### src/rtl/floating_point_div.sv
// Iterative IEEE-754 single-precision divider: restoring division, one quotient
// bit per cycle, flush-to-zero for subnormals, round-to-nearest-even.
// Every operand class takes the same number of cycles (start edge + 28).
module floating_point_div #(
  parameter int EXP_W  = 8,
  parameter int FRAC_W = 23
) (
  input  logic                    clk,
  input  logic                    rst,
  input  logic                    start,
  input  logic [EXP_W+FRAC_W:0]   a,
  input  logic [EXP_W+FRAC_W:0]   b,
  output logic [EXP_W+FRAC_W:0]   result,
  output logic                    done,
  output logic                    busy,
  output logic                    overflow,
  output logic                    underflow,
  output logic                    div_by_zero,
  output logic                    invalid
);

  localparam int W     = 1 + EXP_W + FRAC_W;
  localparam int M_W   = FRAC_W + 1;          // mantissa with hidden bit
  localparam int Q_W   = FRAC_W + 3;          // quotient bits: mantissa + guard + one spare
  localparam int E_W   = EXP_W + 3;           // signed working exponent
  localparam int CNT_W = $clog2(Q_W + 1);
  localparam logic signed [E_W-1:0] BIAS_S = E_W'((1 << (EXP_W - 1)) - 1);
  localparam logic signed [E_W-1:0] EMAX_S = E_W'((1 << EXP_W) - 1);
  localparam logic signed [E_W-1:0] ONE_S  = E_W'(1);
  localparam logic signed [E_W-1:0] ZERO_S = '0;
  localparam logic [CNT_W-1:0]      LAST   = CNT_W'(Q_W - 1);

  typedef enum logic [1:0] {IDLE, PREP, DIVIDE, ROUND} state_t;
  typedef enum logic [2:0] {SP_NONE, SP_NAN, SP_DZ, SP_INF, SP_ZERO} special_t;

  state_t   state, state_nxt;
  special_t special_r;

  logic [W-1:0]            a_r, b_r;
  logic                    sign_r;
  logic signed [E_W-1:0]   e_r;
  logic [M_W-1:0]          div_r;
  logic [M_W:0]            rem_r;
  logic [Q_W-1:0]          q_r;
  logic [CNT_W-1:0]        cnt_r;

  // Operand fields, read while in PREP
  logic [EXP_W-1:0]  ea, eb;
  logic [FRAC_W-1:0] fa, fb;
  logic a_zero, b_zero, a_inf, b_inf, a_nan, b_nan;

  // Rounding path signals, consumed in ROUND
  logic [M_W-1:0]        mant_pre, mant_fin;
  logic [M_W:0]          mant_inc;
  logic                  guard, sticky;
  logic signed [E_W-1:0] e_adj, e_fin;
  logic [M_W:0]          rem_diff;

  // Round-to-nearest-even increment; the extra top bit catches mantissa carry-out
  function automatic logic [M_W:0] rne_inc(input logic [M_W-1:0] m, input logic g, input logic s);
    return {1'b0, m} + {{M_W{1'b0}}, g & (s | m[0])};
  endfunction

  assign ea     = a_r[W-2:FRAC_W];
  assign eb     = b_r[W-2:FRAC_W];
  assign fa     = a_r[FRAC_W-1:0];
  assign fb     = b_r[FRAC_W-1:0];
  assign a_zero = (ea == '0);
  assign b_zero = (eb == '0);
  assign a_inf  = (ea == '1) && (fa == '0);
  assign b_inf  = (eb == '1) && (fb == '0);
  assign a_nan  = (ea == '1) && (fa != '0);
  assign b_nan  = (eb == '1) && (fb != '0);
  assign rem_diff = rem_r - {1'b0, div_r};
  assign busy   = (state != IDLE);

  // Normalise the raw quotient, round it and adjust the exponent
  always_comb begin
    mant_pre = q_r[Q_W-1] ? q_r[Q_W-1:2] : q_r[Q_W-2:1];
    guard    = q_r[Q_W-1] ? q_r[1] : q_r[0];
    sticky   = q_r[Q_W-1] ? (q_r[0] | (rem_r != '0)) : (rem_r != '0);
    e_adj    = q_r[Q_W-1] ? e_r : e_r - ONE_S;
    mant_inc = rne_inc(mant_pre, guard, sticky);
    mant_fin = mant_inc[M_W-1:0];
    e_fin    = e_adj;
    if (mant_inc[M_W]) begin
      mant_fin = mant_inc[M_W:1];
      e_fin    = e_adj + ONE_S;
    end
  end

  // State register
  always_ff @(posedge clk) begin
    if (rst) state <= IDLE;
    else     state <= state_nxt;
  end

  // Next-state logic: fixed sequence, start only honoured in IDLE
  always_comb begin
    state_nxt = state;
    case (state)
      IDLE:    if (start) state_nxt = PREP;
      PREP:    state_nxt = DIVIDE;
      DIVIDE:  if (cnt_r == LAST) state_nxt = ROUND;
      ROUND:   state_nxt = IDLE;
      default: state_nxt = IDLE;
    endcase
  end

  // Datapath, special-case classification and output registers
  always_ff @(posedge clk) begin
    if (rst) begin
      a_r <= '0; b_r <= '0; sign_r <= 1'b0; e_r <= '0;
      div_r <= '0; rem_r <= '0; q_r <= '0; cnt_r <= '0;
      special_r <= SP_NONE;
      result <= '0; done <= 1'b0;
      overflow <= 1'b0; underflow <= 1'b0; div_by_zero <= 1'b0; invalid <= 1'b0;
    end else begin
      done <= 1'b0;
      case (state)
        IDLE: begin
          if (start) begin
            a_r <= a;
            b_r <= b;
            overflow <= 1'b0; underflow <= 1'b0; div_by_zero <= 1'b0; invalid <= 1'b0;
          end
        end
        PREP: begin
          sign_r <= a_r[W-1] ^ b_r[W-1];
          e_r    <= $signed({3'b000, ea}) - $signed({3'b000, eb}) + BIAS_S;
          rem_r  <= {2'b01, fa};
          div_r  <= {1'b1, fb};
          q_r    <= '0;
          cnt_r  <= '0;
          if (a_nan || b_nan || (a_zero && b_zero) || (a_inf && b_inf)) special_r <= SP_NAN;
          else if (a_inf)                                                special_r <= SP_INF;
          else if (b_zero)                                               special_r <= SP_DZ;
          else if (a_zero || b_inf)                                      special_r <= SP_ZERO;
          else                                                           special_r <= SP_NONE;
        end
        DIVIDE: begin
          // Remainder stays below the divisor after each step, so the shift never loses a bit
          if (rem_r >= {1'b0, div_r}) begin
            rem_r <= {rem_diff[M_W-1:0], 1'b0};
            q_r   <= {q_r[Q_W-2:0], 1'b1};
          end else begin
            rem_r <= {rem_r[M_W-1:0], 1'b0};
            q_r   <= {q_r[Q_W-2:0], 1'b0};
          end
          cnt_r <= cnt_r + 1'b1;
        end
        ROUND: begin
          done <= 1'b1;
          case (special_r)
            SP_NAN: begin
              result  <= {1'b0, {EXP_W{1'b1}}, 1'b1, {(FRAC_W-1){1'b0}}};
              invalid <= 1'b1;
            end
            SP_DZ: begin
              result      <= {sign_r, {EXP_W{1'b1}}, {FRAC_W{1'b0}}};
              div_by_zero <= 1'b1;
            end
            SP_INF:  result <= {sign_r, {EXP_W{1'b1}}, {FRAC_W{1'b0}}};
            SP_ZERO: result <= {sign_r, {(W-1){1'b0}}};
            default: begin
              if (e_fin >= EMAX_S) begin
                result   <= {sign_r, {EXP_W{1'b1}}, {FRAC_W{1'b0}}};
                overflow <= 1'b1;
              end else if (e_fin <= ZERO_S) begin
                result    <= {sign_r, {(W-1){1'b0}}};
                underflow <= 1'b1;
              end else begin
                result <= {sign_r, e_fin[EXP_W-1:0], mant_fin[FRAC_W-1:0]};
              end
            end
          endcase
        end
        default: ;
      endcase
    end
  end

endmodule
### config.mk
export PLATFORM = sky130hd
export DESIGN_NAME = floating_point_div
export DESIGN_NICKNAME = d
export VERILOG_FILES = /design/src/rtl/floating_point_div.sv
export SDC_FILE = /design/constraint.sdc
export NUM_CORES = 1
export LEC_CHECK = 0
export CORE_MARGIN = 4
export CORE_UTILIZATION = 63
export DETAILED_ROUTE_END_ITERATION = 7
export GPL_ROUTABILITY_DRIVEN = 0
export PLACE_DENSITY = 0.87
export RECOVER_POWER = 50
export SYNTH_ARGS = -nofsm -noshare
export SYNTH_HDL_FRONTEND = slang
export SYNTH_SLANG_ARGS = --single-unit
### constraint.sdc
create_clock -name clk -period 9.06 [get_ports clk]
set_input_delay 2.718 -clock clk [delete_from_list [all_inputs] [get_ports clk]]
set_output_delay 2.718 -clock clk [all_outputs]
set_load 0.02 [all_outputs]
==> impl_metrics.ini <==
[status]
status = finished with violations
violations = max-capacitance violations, max-slew violations

[timing]
finalMaxSlewViolations = 64
slew_headroom_pct = -91.9
setup_viol = 0
min_period_over_period_pct = 68.1
tightest_slew_ns = 2.88
hold_viol = 0
worst_slack_ns = 2.89
hold_ws_ns = 0.472
fmax_mhz = 162
tns_ns = 0
fin_crit_ns = 6.17
rsz0062_at_grt = false
finClkSkew_ns = 0.0182

[cts]
cts_htree_levels = 4
post_cts_resized = 0
cts_max_path_buffers = 2
cts_tree = done
clock_sinks = 197
cts_root_buf = clkbuf_16
cts_setup_buffers = 0
clk_pin_slew_worst_paths_ns = 0.08
cts_made_buffers = 17
clk_latency_ns = 0.46
cts_hold_buf = 0

[floorplan]
initial_core_util_pct = 65.1
die_w_um = 142
row_count = 48
die_y_um = 142
core_area_um2 = 17500
fp.dieArea_um2 = 20300
io_pins = 105

[finish]
drive_gt1_share_pct = 4.94
synthToLayoutAreaGrowth_pct = 14.7
final_util_pct = 74.6
fin_nets = 1616
postLayoutCellArea_um2 = 13000
n_antenna_cell = 0

[global_route]
grt_pass1_wl_mm = 51.3
antenna_found_initial = 0
grt_max_degree = 104
grt_util_all_layers_pct = 30.8
grt_pass1_vias = 10300
grt_overflow = 0

[worst_hold_path]
hp-class = flip-flop to flip-flop

[drt]
vias = 11200
ant_nets = 0
vias_per_cell = 6.44
wl_mm = 31.8
wl_per_cell_um = 18.2
firstDrtPassIters = 6
drc = 0
drtIter0Drc = 1120

[setup_path]
worst_setup_path_start_kind = input port
cp.arrival_ns = 6.48
required_ns = 9.37
setup.worst_path.class = input port to flip-flop
cp_max_fo = 103
end_kind = flip-flop

[synth]
syn_inst = 1467
syn_area_um2 = 11400
yosys_warnings = 0
synth_seq_area_share_pct = 34.7
synth_top_flop_cell = dfxtp_1
synthArstFlopShare_pct = 0
synth_edf_count = 0
synth.avg_cell_area_um2 = 7.75
ys_types = 74
synthesis.nets = 1578
synth-seq-cells = 197

[power_and_ir_drop]
peakVddDrop_mv = 0.273
powerDensity_nw_per_um2 = 365
power_leakage_nw = 4.84

[place]
io_buffer_count = 104
place_ws_ns = 4.09
postPlaceCellArea_um2 = 12400
hpwl_mm = 22.1

[job]
maxCapViolCount = 1
## worst max-delay path: stages
cell and delay, ns:
clkbuf_1 2.00, buf_4 1.08, nor2_1 0.31, o21ai_0 0.20
o32ai_1 0.12
## logic make-up after synthesis
family / share of synthesized area, %
buffers and inverters: 5.71
AO/OA/AOI/OAI: 23.0
adder cells (fa/ha/maj): 4.97
AND/OR/NAND/NOR: 23.6
multiplexers: 4.42
XOR/XNOR: 3.62
flip-flops: 34.7
## cell usage after synthesis, types with 17 or more instances
master,number,share of area [%]
dfxtp_1,197,35
nor4_1,26,1.4
nand3_1,54,2.4
o21ai_0,58,2.6
ha_1,42,4.6
xnor2_1,28,2.2
a21oi_1,148,6.5
mux2i_1,39,3.4
nand2_1,227,7.5
a211oi_1,23,1.5
inv_1,68,2.2
xor2_1,19,1.5
or3_1,17,0.93
clkbuf_1,78,2.6
nand4_1,25,1.4
nor3_1,27,1.2
nor2_1,118,3.9
a22o_1,19,1.5
## path summary, 6_finish.rpt
kind / slack [ns] / start / cells past startpoint / endpoint
worst max-delay path: 2.89 / rst / 5 / rem_r[22]
worst min-delay path: 0.47 / result[19] / 1 / result[19]
worst max register to register: 4.17 / q_r[25] / 14 / result[17]
worst min register to register: 0.47 / result[19] / 1 / result[19]
## final cells by class
class | instances | area (µm²)
fill | 1324 | 4430
clock inverter | 15 | 214
sequential | 197 | 3950
multi-input combinational | 1103 | 6790
inverter | 69 | 259
timing repair buffer | 117 | 1130
tap | 225 | 282
clock buffer | 17 | 425
## layout by cell type, fill, tap and decap left out, types with 23 or more instances in the layout
| cell type | synthesis | final |
|---|---|---|
| nand2_1 | 227 | 226 |
| mux2i_1 | 39 | 39 |
| o21ai_0 | 58 | 58 |
| nor2_1 | 118 | 118 |
| xnor2_1 | 28 | 28 |
| inv_1 | 68 | 68 |
| nand3_1 | 54 | 54 |
| ha_1 | 42 | 40 |
| nor3_1 | 27 | 27 |
| nor4_1 | 26 | 26 |
| dfxtp_1 | 197 | 196 |
| clkdlybuf4s50_1 | 0 | 69 |
| nand4_1 | 25 | 25 |
| a21oi_1 | 148 | 148 |
| dlygate4sd3_1 | 0 | 34 |
| a211oi_1 | 23 | 23 |
## metal layers
| layer | GRT usage, % | part of all wire (%) |
|---|---|---|
| met2 | 52.0 | 48 |
| met3 | 5.48 | 7.8 |
| met4 | 14.2 | 4.4 |
| met5 | 0 | 0 |
| met1 | 38.3 | 40 |
## flip-flops by register name, summed over array words and instances (netlist names)
register     cells
done             1
special_r        3
q_r             26
rem_r           25
state            2
a_r             32
e_r             10
sign_r           1
div_by_zero      1
underflow        1
result          32
overflow         1
div_r           24
invalid          1
b_r             32
cnt_r            5
## report_power, final
part	switching [W]	leakage (nW)	internal, W
clock network	0.000386	0.302	0.000424
logic	0.00177	2.93	0.00102
registers	0.000156	1.60	0.00100
## stage by stage
stage / instances / total power [W]
floorplan: 1467 / 0.00322
global placement: 1711 / 0.00380
detailed placement: 1711 / 0.00386
CTS: 1743 / 0.00469
global route: 1743 / 0.00505
finish: 1743 / 0.00477
Power figures use the tool's default switching activity.
